File: config.mk
export PLATFORM = sky130hd
export DESIGN_NAME = hex_display_scan_flat
export DESIGN_NICKNAME = d
export VERILOG_FILES = /design/src/rtl/hex_display_scan_pkg.sv /design/src/rtl/hex_display_scan_if.sv /design/src/rtl/hex_display_scan_seg_enc.sv /design/src/rtl/hex_display_scan.sv /design/src/flat_wrapper.sv
export SDC_FILE = /design/constraint.sdc
export NUM_CORES = 1
export LEC_CHECK = 0
export ABC_AREA = 1
export CORE_UTILIZATION = 50
export CTS_CLUSTER_SIZE = 20
export DETAILED_ROUTE_END_ITERATION = 16
export HOLD_SLACK_MARGIN = 0.02
export PLACE_DENSITY_LB_ADDON = 0.25
export SKIP_CTS_REPAIR_TIMING = 1
export SYNTH_ARGS = -nofsm -noshare
export SYNTH_HDL_FRONTEND = slang
export SYNTH_SLANG_ARGS = --single-unit
export TNS_END_PERCENT = 30
File: constraint.sdc
create_clock -name clock -period 3.6 [get_ports clock]
set_input_delay 0.9 -clock clock [delete_from_list [all_inputs] [get_ports clock]]
set_output_delay 0.9 -clock clock [all_outputs]
set_load 0.01 [all_outputs]
File: src/rtl/hex_display_scan_pkg.sv
// Shared constants for the multiplexed hex display: segment bus width, blank
// pattern and the active-low hex glyph table.
package hex_disp_pkg;

    localparam int SEG_W = 7;
    localparam logic [SEG_W-1:0] SEG_BLANK = 7'h7F;

    // Entry n is the active-low g..a pattern for hex digit n (F listed first).
    localparam logic [15:0][SEG_W-1:0] SEG_ENC = {
        7'h0E, 7'h06, 7'h21, 7'h46, 7'h03, 7'h08, 7'h10, 7'h00,
        7'h78, 7'h02, 7'h12, 7'h19, 7'h30, 7'h24, 7'h79, 7'h40
    };

    function automatic logic [SEG_W-1:0] seg_encode(input logic [3:0] nib);
        return SEG_ENC[nib];
    endfunction

endpackage

File: src/rtl/hex_display_scan_if.sv
// Value/control inputs and pin-side outputs of the hex display scanner.
interface hex_display_scan_if #(
    parameter int DIGITS = 4
);
    import hex_disp_pkg::*;

    logic                  load;
    logic [4*DIGITS-1:0]   value;
    logic                  lz_en;
    logic [DIGITS-1:0]     blink_mask;
    logic [SEG_W-1:0]      seg;
    logic [DIGITS-1:0]     dig_n;
    logic                  frame_done;

    modport master (
        output load, value, lz_en, blink_mask,
        input  seg, dig_n, frame_done
    );

    modport slave (
        input  load, value, lz_en, blink_mask,
        output seg, dig_n, frame_done
    );

endinterface

File: src/rtl/hex_display_scan_seg_enc.sv
// Combinational nibble to active-low seven-segment decoder.
module hex_seg_enc
    import hex_disp_pkg::*;
(
    input  logic [3:0]       nib,
    output logic [SEG_W-1:0] seg
);

    always_comb begin
        seg = seg_encode(nib);
    end

endmodule

File: src/rtl/hex_display_scan.sv
// Time-multiplexed common-anode hex display driver with dead cycle per digit,
// leading-zero blanking and per-digit blink.
module hex_display_scan
    import hex_disp_pkg::*;
#(
    parameter int DIGITS       = 4,
    parameter int DWELL        = 1024,
    parameter int BLINK_FRAMES = 64
) (
    input logic              clock,
    input logic              resetn,
    hex_display_scan_if.slave bus
);

    localparam int CNT_W = $clog2(DWELL);
    localparam int IDX_W = (DIGITS > 1) ? $clog2(DIGITS) : 1;
    localparam int FRM_W = (BLINK_FRAMES > 1) ? $clog2(BLINK_FRAMES) : 1;

    logic [4*DIGITS-1:0] val_q, val_d;
    logic [CNT_W-1:0]    cnt_q, cnt_d;
    logic [IDX_W-1:0]    idx_q, idx_d;
    logic [FRM_W-1:0]    frm_q, frm_d;
    logic                phase_q, phase_d;
    logic [SEG_W-1:0]    seg_q, seg_d;
    logic [DIGITS-1:0]   dig_n_q, dig_n_d;
    logic                fd_q, fd_d;

    logic [3:0]          nib;
    logic [SEG_W-1:0]    enc_seg;
    logic                last_cnt, last_dig, lz_blank, blk_blank;

    hex_seg_enc u_enc (
        .nib (nib),
        .seg (enc_seg)
    );

    always_comb begin
        last_cnt  = (cnt_q == CNT_W'(DWELL - 1));
        last_dig  = (idx_q == IDX_W'(DIGITS - 1));
        nib       = val_q[4*idx_q +: 4];
        blk_blank = bus.blink_mask[idx_q] && phase_q;

        // Digit 0 is exempt so an all-zero value still shows a single "0".
        lz_blank = 1'b0;
        if (bus.lz_en && idx_q != '0) begin
            lz_blank = 1'b1;
            for (int i = 0; i < DIGITS; i++) begin
                if (i >= int'(idx_q) && val_q[4*i +: 4] != 4'h0) begin
                    lz_blank = 1'b0;
                end
            end
        end

        val_d   = bus.load ? bus.value : val_q;
        cnt_d   = last_cnt ? '0 : cnt_q + 1'b1;
        idx_d   = idx_q;
        frm_d   = frm_q;
        phase_d = phase_q;
        if (last_cnt) begin
            idx_d = last_dig ? '0 : idx_q + 1'b1;
        end
        if (last_cnt && last_dig) begin
            if (frm_q == FRM_W'(BLINK_FRAMES - 1)) begin
                frm_d   = '0;
                phase_d = ~phase_q;
            end else begin
                frm_d = frm_q + 1'b1;
            end
        end

        // Blinked digits keep their select asserted so brightness stays uniform.
        dig_n_d = (cnt_q == '0) ? '1 : ~(DIGITS'(1) << idx_q);
        seg_d   = (cnt_q == '0 || lz_blank || blk_blank) ? SEG_BLANK : enc_seg;
        fd_d    = last_cnt && last_dig;
    end

    always_ff @(posedge clock or negedge resetn) begin
        if (!resetn) begin
            val_q   <= '0;
            cnt_q   <= '0;
            idx_q   <= '0;
            frm_q   <= '0;
            phase_q <= 1'b0;
            seg_q   <= SEG_BLANK;
            dig_n_q <= '1;
            fd_q    <= 1'b0;
        end else begin
            val_q   <= val_d;
            cnt_q   <= cnt_d;
            idx_q   <= idx_d;
            frm_q   <= frm_d;
            phase_q <= phase_d;
            seg_q   <= seg_d;
            dig_n_q <= dig_n_d;
            fd_q    <= fd_d;
        end
    end

    assign bus.seg        = seg_q;
    assign bus.dig_n      = dig_n_q;
    assign bus.frame_done = fd_q;

endmodule

File: src/flat_wrapper.sv
// flat-port wrapper written by rule: the top's interface ports become plain ports
module hex_display_scan_flat import hex_disp_pkg::*;
#(
    parameter int DIGITS       = 4,
    parameter int DWELL        = 1024,
    parameter int BLINK_FRAMES = 64
)
  (clock, resetn, bus_load, bus_value, bus_lz_en, bus_blink_mask, bus_seg, bus_dig_n, bus_frame_done);
  hex_display_scan_if #(.DIGITS(DIGITS)) bus_i ();
  input logic clock;
  input logic resetn;
  input wire logic [$bits(bus_i.load)-1:0] bus_load;
  input wire logic [$bits(bus_i.value)-1:0] bus_value;
  input wire logic [$bits(bus_i.lz_en)-1:0] bus_lz_en;
  input wire logic [$bits(bus_i.blink_mask)-1:0] bus_blink_mask;
  output wire logic [$bits(bus_i.seg)-1:0] bus_seg;
  output wire logic [$bits(bus_i.dig_n)-1:0] bus_dig_n;
  output wire logic [$bits(bus_i.frame_done)-1:0] bus_frame_done;
  assign bus_i.load = bus_load;
  assign bus_i.value = bus_value;
  assign bus_i.lz_en = bus_lz_en;
  assign bus_i.blink_mask = bus_blink_mask;
  assign bus_seg = bus_i.seg;
  assign bus_dig_n = bus_i.dig_n;
  assign bus_frame_done = bus_i.frame_done;
  hex_display_scan #(.DIGITS(DIGITS), .DWELL(DWELL), .BLINK_FRAMES(BLINK_FRAMES)) u_core (.clock(clock), .resetn(resetn), .bus(bus_i));
endmodule
==> flow_summary_export.csv, run 1 <==
group,metric,value,unit
synth,ys_ff_latch,47,
setup_path,slowest_delay,0.52,ns
synth,synth-adder-area-share,6.86,%
place,dp_hpwl,3370,um
synth,synth_top_flop_cell,"dfrtp_1",
setup_path,slowest_stage,"dfstp_2",
detailed_routing,routed_wl,4670,um
hold_path,min_path_type,"flip-flop to flip-flop",
setup_path,path_class,"flip-flop to output pin",
setup_path,worstSetupPathDepth,1,
place,postPlaceCellArea,0.00296,sq mm
place,io_buffers,35,
setup_path,r2r_slack,1.40,ns
final_layout,finalNetCount,371,
place,pre_cts_slack,1.23,ns
setup_path,endpoint,"bus_dig_n[1]",
final_layout,drive_gt1_share,13.5,%
pwr,p_sw_share,24.8,%
floorplanning,die_h,73.5,um
floorplanning,die_x,73.5,um
global_route,grt_usage,19.9,%
pwr,power_leakage,1.50,nW
synth,ys.warnings.count,0,
sta,worst_pin_slew,1.00,ns
synth,syn_avg_cell_area,8.63,sq um
run,drv_cap,0,
synth,synth_xor_area_share,2.06,%
final_layout,final_area,0.00304,sq mm
global_route,grt_pass1_wl,8130,um
sta,hold_viol,0,
sta,finalCriticalPeriod,2.24,ns
place,dp.cells,393,
floorplanning,ios,36,
clocking,cts_sinks,47,
synth,synth-edff-count,0,
synth,synth_area,0.00255,sq mm
floorplanning,design.core.area,0.00482,sq mm
setup_path,cp_cell_sequence,"clkdlybuf4s50_1",
pwr,power_density,345,mW/mm^2
sta,final.setup_skew,0.00346,ns
setup_path,worst-r2r-cell-count,10,
synth,ys_types,25,
sta,fmax,446,MHz
outcome,status,"completed",
global_route,first_global_vias,1794,
setup_path,crit_path_start_kind,"flip-flop",
clocking,cts_buffer_depth,2,
detailed_routing,viasPerCell,4.92,
clocking,cts_tree,"built",
floorplanning,rows,25,
synth,syn_nets,334,
detailed_routing,ant_nets,0,
detailed_routing,drt-initial-drc-count,117,
final_layout,finalNonFillerCells,401,
global_route,grt_max_degree,48,
setup_path,rr_endpoint,"u_core.bus.seg[3]",
clocking,clk_pin_slew,0.08,ns
synth,synth.area.top_cells,"dfrtp_1 35%, nand2_1 14%, dfstp_2 11%",
setup_path,cp_top_family,"flip-flops",
synth,synthSimpleGateAreaFrac,29.9,%
pwr,p_clk_share,29.3,%
synth,netlist_instances,296,
setup_path,critPathRequiredTime,2.70,ns
pwr,cellInternalPower,0.000789,W
clocking,insertion_delay,0.30,ns
detailed_routing,drc,0,
detailed_routing,drtPass1Iterations,4,
floorplanning,start_util,53.0,%
setup_path,end_kind,"output pin",
setup_path,reg2reg_from,"u_core.idx_q[0]",
synth,yosysTopAreaCell,"dfrtp_1",
sta,post-route-period-util,62.2,%
global_route,gr-total-overflow,0,
pwr,ir_worst_vdd,0.246,mV
synth,synth_top_area_share,35.3,%
setup_path,cp.arrival,1.34,ns
clocking,cts_root_buffer,"clkbuf_8",
sta,setup_ws,1.36,ns
final_layout,diodes,0,
sta,rsz0062_at_grt,"false",
sta,setup-tns-final,0,ns
setup_path,path_max_fanout,1,
pwr,power_switching,0.000261,W
sta,slew_violations,0,
pwr,seq_power_share,55.6,%
place,place.gp.congestion,0.836,
detailed_routing,vias,1973,
global_route,antenna_found_initial,0,
synth,synth_top_family_by_area,"simple AND/OR/NAND/NOR gates",
synth,synth_mux_area_share,6.61,%
synth,ys_seq_area_share,46.6,%
pwr,power_frac_comb,15.1,%
floorplanning,die_area,0.00540,sq mm
clocking,cts.htree.levels,2,
setup_path,startpoint,"u_core.bus.dig_n[1]",
sta,slew_headroom,33.1,%
detailed_routing,wl_per_cell,11.6,um
synth,synth-compound-area-share,2.69,%
clocking,numCtsBuffers,5,
sta,setup_violations,0,
setup_path,path_buf_inv,1,
synth,ys_async_sr_fraction,100,%
final_layout,area_growth,19.0,%
-- layout by cell type (no fill, tap or decap) --
master / instances
a21oi_1: 3
buf_2: 1
clkbuf_1: 3
clkbuf_8: 5
clkdlybuf4s50_1: 34
clkinv_4: 1
dfrtp_1: 36
dfstp_2: 11
ha_1: 14
inv_1: 26
inv_2: 1
mux2_2: 15
nand2_1: 94
nand2_2: 2
nand2_4: 2
nand3_1: 38
nand3_2: 2
nand4_1: 3
nor2_1: 20
nor2_4: 3
nor2_8: 1
nor3_1: 2
nor3b_1: 1
o21ai_0: 7
o21ai_1: 2
o21ai_2: 1
xnor2_1: 2
xor2_1: 4
-- stage by stage --
| stage | utilization [%] | power [W] | hold WS (ns) |
|---|---|---|---|
| floorplan | - | 0.000677 | 0.470 |
| global placement | 61.4 | 0.000750 | 0.492 |
| detailed placement | 61.4 | 0.000754 | 0.498 |
| CTS | 63.1 | 0.00106 | 0.516 |
| global route | 63.1 | 0.00110 | 0.544 |
| finish | 63.1 | 0.00105 | 0.517 |
-- how the worst min path moves through the flow --
stage	from	to	slack (ns)	depth (start not counted)
after floorplan	u_core.phase_q	u_core.phase_q	0.47	2
final	u_core.val_q[3]	u_core.val_q[3]	0.52	1
after detailed placement	u_core.val_q[0]	u_core.val_q[0]	0.50	1
after global placement	u_core.frm_q[5]	u_core.frm_q[5]	0.49	2
after CTS	u_core.val_q[0]	u_core.val_q[0]	0.52	1
after global routing	u_core.val_q[1]	u_core.val_q[1]	0.54	1
-- flip-flops by register name (all words and copies together) (netlist names) --
register	count
u_core.phase_q	1
u_core.idx_q	2
u_core.bus.frame_done	1
u_core.cnt_q	10
u_core.val_q	16
u_core.bus.seg	7
u_core.frm_q	6
u_core.bus.dig_n	4
-- kinds of logic (layout without fill, tap and decap cells) --
family                     Yosys count  after routing
DFF                                 47             47
and+or+nand+nor                    168            168
muxes                               15             15
buffers and inverters               33             71
AOI/OAI and AO/OA                   13             13
adders and majority gates           14             14
xor gates and xnor gates             6              6
-- cell usage after synthesis (all sizes together) (3+ instances only) --
library cell and number:
a21oi 3, buf 5, dfrtp 36, dfstp 11, ha 14, inv 27
mux2 15, nand2 98, nand3 40, nand4 3, nor2 24, o21ai 10
xor2 4
-- power groups by stage --
stage	Sequential [W]	Clock [W]	Combinational, W
2_1_floorplan	0.000598	0	0.0000789
3_5_place_dp	0.000594	0	0.000160
6_report	0.000584	0.000307	0.000159
3_3_place_gp	0.000593	0	0.000156
5_1_grt	0.000588	0.000336	0.000180
4_1_cts	0.000584	0.000318	0.000160
-- worst register-to-register path, delay by kind of cell (launching register included) --
family / cells / cell delay [ns]
AND/OR/NAND/NOR: 7 / 0.77
flip-flops: 1 / 0.66
buffers and inverters: 2 / 0.46
adder cells (fa/ha/maj): 1 / 0.22
-- metal layers --
| layer | routed length [um] | part of all wire, % | GRT usage, % |
|---|---|---|---|
| met5 | 0 | 0 | 0 |
| met4 | 55 | 1.2 | 6.20 |
| met3 | 179 | 3.8 | 4.39 |
| met2 | 2190 | 47 | 31.5 |
| met1 | 2240 | 48 | 27.1 |
-- layout make-up --
type,count,area [sq um]
Multi-Input combinational cell,216,1230
Sequential cell,47,1190
Clock buffer,8,80.1
Timing Repair Buffer,35,345
Inverter,28,110
Fill cell,437,1780
Tap cell,67,83.8
No activity file was read; power rests on OpenSTA's default activity.
==> run 2: changes to the inputs <==
--- a/config.mk
+++ b/config.mk
@@ -6,7 +6,7 @@
 export NUM_CORES = 1
 export LEC_CHECK = 0
 export ABC_AREA = 1
-export CORE_UTILIZATION = 50
+export CORE_UTILIZATION = 49
 export CTS_CLUSTER_SIZE = 20
 export DETAILED_ROUTE_END_ITERATION = 16
 export HOLD_SLACK_MARGIN = 0.02
==> constraint.sdc (replaced) <==
create_clock -name clock -period 2 [get_ports clock]
set_input_delay 0.5 -clock clock [delete_from_list [all_inputs] [get_ports clock]]
set_output_delay 0.5 -clock clock [all_outputs]
set_load 0.01 [all_outputs]
==> run 2 against run 1 <==
Compared with the run above:
- first-iteration DRC count decreased by 8.5%
- routed wire length increased by 2.5%
- final area increased by 1.7%
- count of clock-buffer cells in the layout decreased by 1
- die area increased by 2.0%
- non-clock buffer count increased by 5
- clock power increased by 79%
- sequential share of layout area decreased by 0.65 points
- sequential cell count unchanged
- critical path depth unchanged
- critical endpoint is now bus_dig_n[0]
- largest cell class unchanged
==> flow_summary_export.csv, run 2 (synthesis results as in run 1) <==
group,metric,value,unit
outcome,status,"completed",
detailed_routing,wl_met3,169,um
detailed_routing,vias,2020,
floorplanning,die_h,74.2,um
clocking,numCtsBuffers,5,
pwr,power_density,613,mW/mm^2
global_route,grt_max_degree,28,
sta,hold_viol,0,
clocking,cts_root_buffer,"clkbuf_8",
detailed_routing,wl_met1,2330,um
clocking,cts_tree,"built",
global_route,grt_pass1_wl,8500,um
setup_path,critPathRequiredTime,1.50,ns
place,dp_hpwl,3680,um
detailed_routing,wl_met2,2230,um
sta,slew_violations,0,
floorplanning,ios,36,
clocking,insertion_delay,0.30,ns
setup_path,slowest_stage,"dfstp_2",
detailed_routing,top_layer,"met4",
floorplanning,start_util,52.3,%
final_layout,top_register,"u_core.val_q",
final_layout,final_core_util,63.3,%
final_layout,largest_register_ffs,16,
pwr,ir_worst_vdd,0.374,mV
floorplanning,die_x,74.2,um
setup_path,cp.arrival,1.36,ns
global_route,antenna_found_initial,0,
clocking,cts_buffer_depth,2,
clocking,cts_sinks,47,
final_layout,drive_gt1_share,15.0,%
global_route,grt_usage,20.2,%
sta,slew_headroom,68.9,%
detailed_routing,drt-initial-drc-count,107,
sta,worst_pin_slew,0.463,ns
global_route,gr-total-overflow,0,
floorplanning,die_area,0.00550,sq mm
detailed_routing,viasPerCell,4.98,
detailed_routing,drc,0,
place,place.gp.congestion,0.904,
sta,post-route-period-util,92.8,%
setup_path,path_max_fanout,1,
clocking,clk_pin_slew,0.08,ns
setup_path,end_kind,"output pin",
setup_path,path_class,"flip-flop to output pin",
hold_path,min_path_type,"input pin to asynchronous set/reset pin",
global_route,first_global_vias,1962,
detailed_routing,routed_wl,4780,um
final_layout,finalNetCount,376,
setup_path,cp_cell_sequence,"clkdlybuf4s50_1",
final_layout,area_growth,21.0,%
sta,fmax,539,MHz
floorplanning,design.core.area,0.00488,sq mm
final_layout,final_cell_mix,"94 x nand2_1, 38 x nand3_1, 36 x dfrtp_1, 34 x clkdlybuf4s50_1, 26 x inv_1",
detailed_routing,drtPass1Iterations,4,
final_layout,final_common_cell,"nand2_1",
sta,setup-tns-final,0,ns
detailed_routing,wl_per_cell,11.8,um
sta,final.setup_skew,0.00792,ns
setup_path,path_buf_inv,1,
floorplanning,rows,25,
place,io_buffers,35,
sta,setup_violations,0,
pwr,power_leakage,1.53,nW
detailed_routing,ant_nets,0,
clocking,cts.htree.levels,2,
run,drv_cap,0,
setup_path,slowest_delay,0.53,ns
setup_path,cp_top_family,"flip-flops",
final_layout,diodes,0,
sta,finalCriticalPeriod,1.86,ns
setup_path,crit_path_start_kind,"flip-flop",
sta,rsz0062_at_grt,"false",
run 2: cell types whose count changed in the layout (fill, tap and decap cells not counted), sizes merged:
| cell | delta |
|---|---|
| clkbuf | -1 |
| buf | +5 |
| clkinv | +1 |
run 2: routing by layer:
metal	GRT usage [%]	up-vias
met5	0	-
met4	6.84	0
met3	4.20	7
met2	32.6	37
met1	27.0	944
li1	-	1032
run 2: final cells by class:
type / count / area, sq um
Clock buffer: 7 / 76.3
Clock inverter: 1 / 5.00
Fill cell: 424 / 1790
Inverter: 28 / 110
Multi-Input combinational cell: 216 / 1230
Sequential cell: 47 / 1190
Tap cell: 67 / 83.8
Timing Repair Buffer: 40 / 395
run 2: path summary, 6_finish.rpt:
path / startpoint / end / slack [ns] / depth (start not counted)
max: u_core.bus.dig_n[0] / bus_dig_n[0] / 0.14 / 1
min: resetn / u_core.cnt_q[2] / 0.14 / 1
max reg2reg: u_core.idx_q[0] / u_core.bus.seg[3] / 0.25 / 10
min reg2reg: u_core.phase_q / u_core.phase_q / 0.52 / 2
max in group asynchronous: resetn / u_core.bus.dig_n[3] / 1.28 / 2
min in group clock: u_core.phase_q / u_core.phase_q / 0.52 / 2
run 2: worst register-to-register path, delay by kind of cell (launching register included):
family	cells	cell delay (ns)
AND/OR/NAND/NOR	7	0.68
buffers and inverters	2	0.30
adder cells (fa/ha/maj)	1	0.22
flip-flops	1	0.48
run 2: power by group:
group | internal, W | switching, W | total [W] | leakage (nW)
Clock | 0.000246 | 0.000303 | 0.000549 | 0.0422
Combinational | 0.000155 | 0.000136 | 0.000290 | 0.918
Sequential | 0.00102 | 0.0000322 | 0.00105 | 0.568
run 2: stage by stage:
stage	power, W	area, sq um	worst slack [ns]	hold WS [ns]	cells
finish	0.00189	3090	0.145	0.143	406
global route	0.00199	3090	0.0164	0.178	406
CTS	0.00192	3090	0.125	0.154	406
detailed placement	0.00137	3010	0.279	0.485	398
global placement	0.00136	3010	0.331	0.484	398
floorplan	0.00122	2550	0.401	0.204	296
